`config.mk`:
```
export PLATFORM = sky130hd
export DESIGN_NAME = cpu_run_controller
export DESIGN_NICKNAME = d
export VERILOG_FILES = /design/src/rtl/cpu_run_controller.sv
export SDC_FILE = /design/constraint.sdc
export NUM_CORES = 1
export LEC_CHECK = 0
export CAP_MARGIN = 5
export CORE_ASPECT_RATIO = 1.4
export CORE_MARGIN = 5
export CORE_UTILIZATION = 35
export CTS_CLUSTER_SIZE = 8
export DETAILED_ROUTE_END_ITERATION = 8
export SKIP_LAST_GASP = 1
export SLEW_MARGIN = 30
export SYNTH_ARGS = -nofsm -noshare
export SYNTH_HDL_FRONTEND = slang
export SYNTH_SLANG_ARGS = --single-unit
```
`constraint.sdc`:
```
create_clock -name i_clk -period 5.65 [get_ports i_clk]
set_clock_uncertainty 0.1 [all_clocks]
set_input_delay 0.8475 -clock i_clk [delete_from_list [all_inputs] [get_ports i_clk]]
set_output_delay 0.8475 -clock i_clk [all_outputs]
set_load 0.1 [all_outputs]
```
`src/rtl/cpu_run_controller.sv`:
```
// Run controller for the 4-bit CPU core: streams a program into the instruction
// RAM, then gates PC_EN for free-run or single-step execution and reports why it stopped.
module cpu_run_controller #(
  parameter int DEPTH      = 9,
  parameter int ADDR_W     = 4,
  parameter int WORD_W     = 18,
  parameter int CNT_W      = 8,
  parameter int MAX_CYCLES = 200
) (
  input  logic              i_clk,
  input  logic              i_rst,
  input  logic              i_load_valid,
  input  logic [WORD_W-1:0] i_load_data,
  input  logic              i_load_last,
  output logic              o_load_ready,
  input  logic              i_start,
  input  logic              i_step,
  input  logic              i_halt_req,
  input  logic              i_clear,
  input  logic [ADDR_W-1:0] i_pc,
  output logic [ADDR_W-1:0] o_ram_wa,
  output logic [WORD_W-1:0] o_ram_wd,
  output logic              o_ram_en,
  output logic              o_pc_en,
  output logic              o_busy,
  output logic              o_done,
  output logic [1:0]        o_done_reason,
  output logic [ADDR_W-1:0] o_prog_len,
  output logic [CNT_W-1:0]  o_cycle_count,
  output logic              o_err_overflow
);

  typedef enum logic [2:0] {
    S_IDLE  = 3'd0,
    S_LOAD  = 3'd1,
    S_READY = 3'd2,
    S_RUN   = 3'd3,
    S_STEP  = 3'd4,
    S_DONE  = 3'd5
  } state_t;

  localparam logic [ADDR_W-1:0] LAST_ADDR   = ADDR_W'(DEPTH - 1);
  localparam logic [CNT_W-1:0]  BUDGET_LAST = CNT_W'(MAX_CYCLES - 1);
  localparam logic [CNT_W-1:0]  CNT_MAX     = {CNT_W{1'b1}};

  state_t            r_state;
  state_t            w_next;
  logic [ADDR_W-1:0] r_wptr;
  logic [ADDR_W-1:0] r_prog_len;
  logic [ADDR_W-1:0] r_ram_wa;
  logic [WORD_W-1:0] r_ram_wd;
  logic              r_ram_en;
  logic              r_err;
  logic [CNT_W-1:0]  r_count;
  logic [1:0]        r_reason;

  logic              w_loading;
  logic              w_accept;
  logic              w_exec;
  logic              w_go;
  logic [ADDR_W-1:0] w_wa;
  logic [1:0]        w_stop;

  assign w_loading = (r_state == S_IDLE) || (r_state == S_LOAD);
  assign w_accept  = i_load_valid && w_loading;
  assign w_exec    = (r_state == S_RUN) || (r_state == S_STEP);
  assign w_wa      = (r_state == S_IDLE) ? {ADDR_W{1'b0}} : r_wptr;
  // a start that is actually taken (clear beats start)
  assign w_go      = ((r_state == S_READY) || (r_state == S_DONE)) && i_start && !i_clear;

  always_comb begin
    w_stop = 2'b00;
    if (i_halt_req) begin
      w_stop = 2'b11;
    end else if (i_pc >= r_prog_len) begin
      w_stop = 2'b01;
    end else if (r_count == BUDGET_LAST) begin
      w_stop = 2'b10;
    end else begin
      w_stop = 2'b00;
    end
  end

  always_comb begin
    w_next = r_state;
    case (r_state)
      S_IDLE: begin
        if (w_accept) begin
          w_next = i_load_last ? S_READY : S_LOAD;
        end else begin
          w_next = S_IDLE;
        end
      end
      S_LOAD: begin
        if (w_accept && (i_load_last || (w_wa == LAST_ADDR))) begin
          w_next = S_READY;
        end else begin
          w_next = S_LOAD;
        end
      end
      S_READY: begin
        if (i_clear) begin
          w_next = S_IDLE;
        end else if (i_start) begin
          w_next = S_RUN;
        end else if (i_step) begin
          w_next = S_STEP;
        end else begin
          w_next = S_READY;
        end
      end
      S_RUN: begin
        if (w_stop != 2'b00) begin
          w_next = S_DONE;
        end else begin
          w_next = S_RUN;
        end
      end
      S_STEP: begin
        if (w_stop != 2'b00) begin
          w_next = S_DONE;
        end else begin
          w_next = S_READY;
        end
      end
      S_DONE: begin
        if (i_clear) begin
          w_next = S_IDLE;
        end else if (i_start) begin
          w_next = S_RUN;
        end else begin
          w_next = S_DONE;
        end
      end
      default: w_next = S_IDLE;
    endcase
  end

  always_ff @(posedge i_clk) begin
    if (i_rst) begin
      r_state <= S_IDLE;
    end else begin
      r_state <= w_next;
    end
  end

  always_ff @(posedge i_clk) begin
    if (i_rst) begin
      r_wptr     <= {ADDR_W{1'b0}};
      r_prog_len <= {ADDR_W{1'b0}};
      r_ram_wa   <= {ADDR_W{1'b0}};
      r_ram_wd   <= {WORD_W{1'b0}};
      r_ram_en   <= 1'b0;
      r_err      <= 1'b0;
      r_count    <= {CNT_W{1'b0}};
      r_reason   <= 2'b00;
    end else begin
      r_ram_en <= w_accept;
      if (w_accept) begin
        r_ram_wa   <= w_wa;
        r_ram_wd   <= i_load_data;
        r_wptr     <= w_wa + ADDR_W'(1);
        r_prog_len <= w_wa + ADDR_W'(1);
      end else if ((w_next == S_IDLE) && (r_state != S_IDLE)) begin
        r_prog_len <= {ADDR_W{1'b0}};
      end

      // a fresh program clears the flag; filling the last slot without load_last sets it
      if (w_accept && (r_state == S_IDLE)) begin
        r_err <= 1'b0;
      end else if (w_accept && !i_load_last && (w_wa == LAST_ADDR)) begin
        r_err <= 1'b1;
      end

      if (w_go) begin
        r_count <= {CNT_W{1'b0}};
      end else if (w_exec && (r_count != CNT_MAX)) begin
        r_count <= r_count + CNT_W'(1);
      end

      if (w_exec && (w_stop != 2'b00)) begin
        r_reason <= w_stop;
      end else if ((r_state == S_DONE) && (w_next != S_DONE)) begin
        r_reason <= 2'b00;
      end
    end
  end

  assign o_load_ready   = w_loading;
  assign o_pc_en        = w_exec;
  assign o_busy         = (r_state == S_LOAD) || w_exec;
  assign o_done         = (r_state == S_DONE);
  assign o_ram_wa       = r_ram_wa;
  assign o_ram_wd       = r_ram_wd;
  assign o_ram_en       = r_ram_en;
  assign o_done_reason  = r_reason;
  assign o_prog_len     = r_prog_len;
  assign o_cycle_count  = r_count;
  assign o_err_overflow = r_err;

endmodule

```
* After elaboration in Yosys (flattened, before gate mapping) *
Cells that the tools add are included.

cells by class
  reductions and logical operators = 26
  $lt $le $gt $ge = 1
  mux-type cells = 19
  eq/ne operators = 9
  $add $sub $neg = 2

operators by type and width
  cell                                           number
  2-to-1 mux 3 bit                               7
  one-hot mux 3 bit (6 select lines)             1
  2-to-1 mux 2 bit                               8
  2-to-1 mux 4 bit                               3
  logical AND 1 bit                              11
  adder 8 x 1 -> 8 bit, second input constant    1
  == test 8 bit, second input constant           1
  inequality test 8 bit, second input constant   1
  == test 3 x 2 -> 1 bit, second input constant  2
  == test 3 bit, second input constant           2
  zero test 3 bit                                2
  nonzero test 2 bit                             3
  logical OR 1 bit                               5
  adder 4 x 1 -> 4 bit, second input constant    1
  == test 4 bit, second input constant           1
  >= comparator 4 bit                            1
  OR reduction 2 bit                             2
  == test 3 x 1 -> 1 bit, second input constant  1
  inequality test 3 bit, second input constant   1
  nonzero test 3 bit                             1
  zero test 1 bit                                2

storage, ports and cells
  register bits after elaboration = 45
  logic and storage cells = 66
  output and inout port bits = 42

* Logic depth before layout (Yosys ltp) *
  word-level depth = 11
  mapped depth = 9

* Worst setup path before layout *
Ideal clock, no wire load.

  kind = reg-to-reg
  start point = register r_state[2]
  end point = register r_err, in the netlist o_err_overflow
  stages on the path, launching flop included = 8
  arrival = 2.698 ns
  buffers on the path = 2
  path slack = 2.774 ns
  required time = 5.472 ns
  cell sequence = dfxtp_1 -> buf_6 -> nor2_1 -> nand2_1 -> clkbuf_1 -> nor3_1 -> nor2_1 -> nor3_1

on the way
  word-level cells in the longest chain between the ends = 5

ends and longest elaborated chain
  what                                                               RTL line  text
  from (decl)                                                        46        state_t r_state;
  from (signal assigned)                                             143       r_state <= w_next;
  == test 3 x 1 -> 1 bit or zero test 3 bit (tied branches)          64        assign w_loading = (r_state == S_IDLE) || (r_state == S_LOAD);
  logical OR 1 bit (*)                                               64
  via o_load_ready                                                   15        output logic o_load_ready,
  logical AND 1 bit (*)                                              65        assign w_accept = i_load_valid && w_loading;
  logical AND 1 bit, on equally long branches                        169, 171
  OR reduction 2 bit (no line) or logical AND 1 bit (tied branches)  --
  to (signal assigned)                                               154       r_err <= 1'b0;
  to (signal assigned)                                               170       r_err <= 1'b0;
  to (signal assigned)                                               172       r_err <= 1'b1;
  to (decl)                                                          53        logic r_err;

The timed path passes the listed nets; every way through them passes the cells marked *.
A chain may end at the register's enable or synchronous reset.

* Worst setup path after layout *
  start point = register r_state[0]
  end point = output port o_pc_en

on the way
  word-level cells in the longest chain between the ends = 2

ends and longest elaborated chain
  what                                                     RTL line  text
  == test 3 x 2 -> 1 bit or == test 3 bit (tied branches)  66        assign w_exec = (r_state == S_RUN) || (r_state == S_STEP);
  logical OR 1 bit (*)                                     66
  to (decl)                                                24        output logic o_pc_en,

Every way passes the cells marked *; elsewhere a longest branch is shown, timed or not.

==> flow_metrics.env <==
export IMPL_synth_cells=260
export IMPL_cts_htree_levels=2
export IMPL_timing_worst_slew_pin_value_ps=984
export IMPL_worst_path_arrival_time_ps=2470
export IMPL_first_iteration_detailed_routing_drc_count=108
export IMPL_cts_resized=0
export IMPL_grt_start_max_net_pins=33
export IMPL_end_kind="output pin"
export IMPL_port_buffers=71
export IMPL_async_reset_ff_share_pct=0
export IMPL_post_synthesis_register_bit_count=45
export IMPL_clock_sinks=45
export IMPL_min_delay_path_class="reg -> reg"
export IMPL_number_of_antenna_violations_at_the_first_check_in_global_routing=0
export IMPL_synth_seq_area_share_pct=43.0
export IMPL_leakagePower_uw=0.00108
export IMPL_synth_edf_count=0
export IMPL_slew_violations=0
export IMPL_synth_lib_cells_used_distinct=47
export IMPL_worst_path_max_fanout=15
export IMPL_dieHeight_um=102
export IMPL_final_hold_worst_slack_ps=352
export IMPL_flow_area_growth_from_synthesis_pct=40.4
export IMPL_grt_remaining_overflow=0
export IMPL_power_per_cell_area_nw_per_um2=271
export IMPL_maxCapViolations=0
export IMPL_cts_root_to_sink_buffers=2
export IMPL_maxSlewHeadroom_pct=34.2
export IMPL_worst_ir_drop_vdd_v=0.000151
export IMPL_top_level_ports=72
export IMPL_wirelength_um=5340
export IMPL_worst_skew_pair_late_latency_ps=290
export IMPL_rsz0062_at_grt="no"
export IMPL_m1WireLength_um=2180
export IMPL_fmax_mhz=292
export IMPL_critPathRequiredTime_ps=4700
export IMPL_routabilityCongestion=0.832
export IMPL_final_common_cell="sky130_fd_sc_hd__clkdlybuf4s50_1"
export IMPL_layout_min_cycle_time_ps=3420
export IMPL_fin_setup_tns_ps=0
export IMPL_synth_area_per_cell_um2=8.06
export IMPL_final_net_count=361
export IMPL_start_util_pct=35.7
export IMPL_cp_slowest_stage_delay_ps=1140
export IMPL_crit_path_cell_trace="and3b_1, nor2_1, inv_2, clkdlybuf4s50_1"
export IMPL_uppermost_layer_routed="met4"
export IMPL_cts_reportedPaths_clkPinSlew_ps=80
export IMPL_via_count_of_the_first_global_routing_pass=1902
export IMPL_drtAntennaViolNets=0
export IMPL_post_route_period_util_pct=60.5
export IMPL_floorplan_die_area_um2=7650
export IMPL_grt_pass1_wl_um=8810
export IMPL_dieWidth_um=75.4
export IMPL_status="finished clean"
export IMPL_synth_warnings=0
export IMPL_place_detailed_hpwl_um=3880
export IMPL_postSynth_topFlopCell="sky130_fd_sc_hd__dfxtp_1"
export IMPL_design_core_area_um2=5860
export IMPL_antennaDiodeCount=0
export IMPL_clock_tree_from_tritoncts="done"
export IMPL_slowest_cell_on_the_critical_path="sky130_fd_sc_hd__clkdlybuf4s50_1"
export IMPL_cts_setup_buffers=0
export IMPL_detailedRoute_firstPassIterationCount=4
export IMPL_cts_hold_fix_buffers=0
export IMPL_drive_above_1_share_pct=6.46
export IMPL_mappedNetlistNets=297
export IMPL_wl_met3_um=405
export IMPL_clock_tree_root_cell="sky130_fd_sc_hd__clkbuf_8"
export IMPL_post_drt_via_cell_ratio=4.93
export IMPL_timing_setup_critical_path_class="reg -> out"
export IMPL_number_of_vias_in_the_routed_layout=1947
export IMPL_total_track_usage_pct=14.5
export IMPL_hold_violations=0
export IMPL_drt_wirelength_per_cell_um=13.5
export IMPL_cell_rows=33
export IMPL_commonest_cells_after_routing_fill_and_taps_aside="sky130_fd_sc_hd__clkdlybuf4s50_1 (71), sky130_fd_sc_hd__nand2_1 (50), sky130_fd_sc_hd__dfxtp_1 (45), sky130_fd_sc_hd__a21oi_1 (32), sky130_fd_sc_hd__nor2_1 (21)"
export IMPL_setup_violations_final=0
export IMPL_residual_drc=0
export IMPL_post_synth_instance_area_um2=2090
export IMPL_tritoncts_num_buffers=5
export IMPL_startpoint_type="flip-flop"
export IMPL_met2_wire_length_um=2650
[cells in the mapped netlist (2+ instances only)]
master                      n  share of area, %
sky130_fd_sc_hd__dfxtp_1   45                43
sky130_fd_sc_hd__nand2_1   51               9.1
sky130_fd_sc_hd__o21ai_0    7               1.7
sky130_fd_sc_hd__nor4_2     3               1.8
sky130_fd_sc_hd__a32o_1     3               1.4
sky130_fd_sc_hd__nor3_1     7               1.7
sky130_fd_sc_hd__nor2_1    21               3.8
sky130_fd_sc_hd__buf_6      3               1.6
sky130_fd_sc_hd__xnor2_1    6               2.5
sky130_fd_sc_hd__ha_1       7               4.2
sky130_fd_sc_hd__inv_1     13               2.3
sky130_fd_sc_hd__clkbuf_1   8               1.4
sky130_fd_sc_hd__or3_1      3              0.90
sky130_fd_sc_hd__nor2b_1    2              0.60
sky130_fd_sc_hd__nand3_1    7               1.7
sky130_fd_sc_hd__buf_2      3              0.72
sky130_fd_sc_hd__and3b_1    2              0.84
sky130_fd_sc_hd__o211ai_1   2              0.72
sky130_fd_sc_hd__and2_1     2              0.60
sky130_fd_sc_hd__o22ai_1    2              0.60
sky130_fd_sc_hd__nand2b_1   4               1.2
sky130_fd_sc_hd__a21oi_1   32               7.6
sky130_fd_sc_hd__o21ai_1    3              0.72
[flip-flops by register name, indices dropped and copies added (netlist names)]
name	cells
o_ram_en	1
o_ram_wd	18
o_cycle_count	8
o_prog_len	4
o_err_overflow	1
r_wptr	4
r_state	3
o_ram_wa	4
o_done_reason	2
[routing by layer]
metal / vias to the layer above / GRT usage [%]
li1: 1014 / -
met1: 863 / 17.2
met2: 59 / 24.8
met3: 11 / 4.17
met4: 0 / 4.85
met5: - / 0
[area by class of cell]
cell class              instances  area [µm²]
clock buffers                   6        82.6
clock inverters                 2        37.5
fillers                       589        2920
inverters                      14        52.6
multi-input cells             186        1060
flip-flops and latches         45         901
well taps                      70        87.6
repair buffers                 72         718
[cells by family after synthesis]
kind of cell	synth area share (%)
adder cells (fa/ha/maj)	4.18
flip-flops	43.0
XOR/XNOR	2.93
AO/OA/AOI/OAI	17.2
AND/OR/NAND/NOR	25.7
buffers and inverters	6.45
multiplexers	0.478
[worst max-delay path, delay by kind of cell, from the launching register on]
family / cells / cell delay, ps
DFF: 1 / 590
buffers and inverters: 2 / 1240
and+or+nand+nor: 2 / 350
[final timing paths]
kind | startpoint | endpoint | slack (ps) | cells after the start
worst min register to register | o_ram_wa[3] | o_ram_wa[3] | 350 | 2
worst min-delay path | o_ram_wa[3] | o_ram_wa[3] | 350 | 2
worst max register to register | r_state[0] | o_prog_len[2] | 3280 | 7
worst max-delay path | r_state[0] | o_pc_en | 2230 | 4
[stage by stage]
stage          total power (µW)  cell area (µm²)  cells  utilization [%]  worst slack [ps]
2_1_floorplan               495             2090    260                -              2770
3_3_place_gp                551             2820    387             48.1              2600
3_5_place_dp                552             2820    387             48.1              2580
4_1_cts                     807             2940    395             50.1              2220
5_1_grt                     831             2940    395             50.2              2100
6_report                    796             2940    395             50.2              2230
[where the power goes]
group / leakage [µW] / switching, µW / total, µW / internal, µW
registers: 0.000367 / 10.7 / 341 / 330
clock network: 0.0000574 / 110 / 254 / 144
logic: 0.000654 / 142 / 202 / 59.2
total: 0.00108 / 263 / 796 / 533
(Power assumes the default switching activity.)
==> patch (same settings) <==
The parameter `WORD_W` goes from 18 to 16.
--- a/src/rtl/cpu_run_controller.sv
+++ b/src/rtl/cpu_run_controller.sv
@@ -4,5 +4,5 @@
   parameter int DEPTH      = 9,
   parameter int ADDR_W     = 4,
-  parameter int WORD_W     = 18,
+  parameter int WORD_W     = 16,
   parameter int CNT_W      = 8,
   parameter int MAX_CYCLES = 200
Ports: changed (resized i_load_data and o_ram_wd); port bits go from 72 to 68. The function was not compared with the original's and may differ.
==> patch against the original RTL <==
- sequential cell count fell by 2
- cell area is 1.4% lower
- die area fell by 1.3%
- sequential share of layout area shrank 0.94 points
- synthesized cell count rose by 0.77%
- synthesized area decreased by 1.5%
- wire length fell by 3.4%
- total power rose by 1.1%
- worst setup slack lost 0.24 ns
- via count shrank 0.36%
- maximum frequency fell by 6.6%
- register-to-register slack lost 0.22 ns
- highest routed layer unchanged
==> patch: results (changes against the original RTL) <==
metric	value	unit	change
Worst VDD drop	0.000145	V	-3.9%
top cells by area, synth	dfxtp_1, nand2_1, a21oi_1, nor2_1, ha_1		
status	finished clean		
commonest cells in the netlist	nand2_1, dfxtp_1, a21oi_1, nor2_1		
fillers	568		-3.6%
Synth Area in Compound Gates	15.9	%	-1.3 points
number of global-route vias before repair	1837		-3.4%
Worst-Margin Slew	0.995	ns	+0.0116 ns
mux share of post-synthesis cell area	0	%	-0.48 points
R2R Setup Slk	3.06	ns	-0.22 ns
Initial DRC Count	76		-30%
static leakage	1.08	nW	about the same
CP peak stage delay	1.19	ns	+0.05 ns
CP max FO	14		-1
crit path DAT	2.72	ns	+0.25 ns
comb_multi_in	194		+4.3%
routability congestion estimate	0.841		+1.0%
synth unique cells	45		-4.3%
largest net degree at the start of global routing	34		+3.0%
Post-Synth XOR/XNOR Area	3.82	%	+0.89 points
gr usage total	14.1	%	-0.48 points
hold endpoint	o_ram_wd[5]		
Clock-cell share	4.70	%	+0.62 points
worst hold slack	0.356	ns	+0.00406 ns
Reg2Reg Depth	8		+1
-- patch: changes by cell type after synthesis, sizes merged, moves of 3 or more --
cell and delta:
a32o -3, nand2 +8, o21ai -4, inv -4, or3 -3, nor2 +8, a21oi -3, a22oi +5
-- patch: power groups by stage --
stage / clock network [mW] / registers [mW] / logic, mW
floorplan: 0 / 0.401 / 0.0734
global placement: 0 / 0.333 / 0.197
detailed placement: 0 / 0.333 / 0.196
CTS: 0.292 / 0.326 / 0.197
finish: 0.284 / 0.326 / 0.195
global route: 0.308 / 0.328 / 0.208
-- patch: per-layer routing --
layer / vias to the layer above / track usage [%] / routed length [µm]
met5: - / 0 / 0
met3: 12 / 6.09 / 458
li1: 1000 / - / -
met1: 871 / 15.1 / 2050
met2: 57 / 24.0 / 2530
met4: 0 / 4.93 / 113
-- patch: stage by stage --
| step | worst slack [ns] | instance area [µm²] | power (mW) | std cells | utilization (%) |
|---|---|---|---|---|---|
| 2_1_floorplan | 2.00 | 2060 | 0.475 | 262 | - |
| 3_3_place_gp | 2.39 | 2760 | 0.530 | 385 | 47.8 |
| 3_5_place_dp | 2.32 | 2760 | 0.530 | 385 | 47.8 |
| 4_1_cts | 1.99 | 2900 | 0.816 | 393 | 50.1 |
| 5_1_grt | 1.85 | 2900 | 0.844 | 393 | 50.2 |
| 6_report | 1.99 | 2900 | 0.805 | 393 | 50.2 |
-- patch: logic make-up after synthesis --
| family | count (synthesis) |
|---|---|
| AOI/OAI and AO/OA | 54 |
| xor gates and xnor gates | 9 |
| and+or+nand+nor | 124 |
| DFF | 43 |
| buffers and inverters | 25 |
| adders and majority gates | 7 |
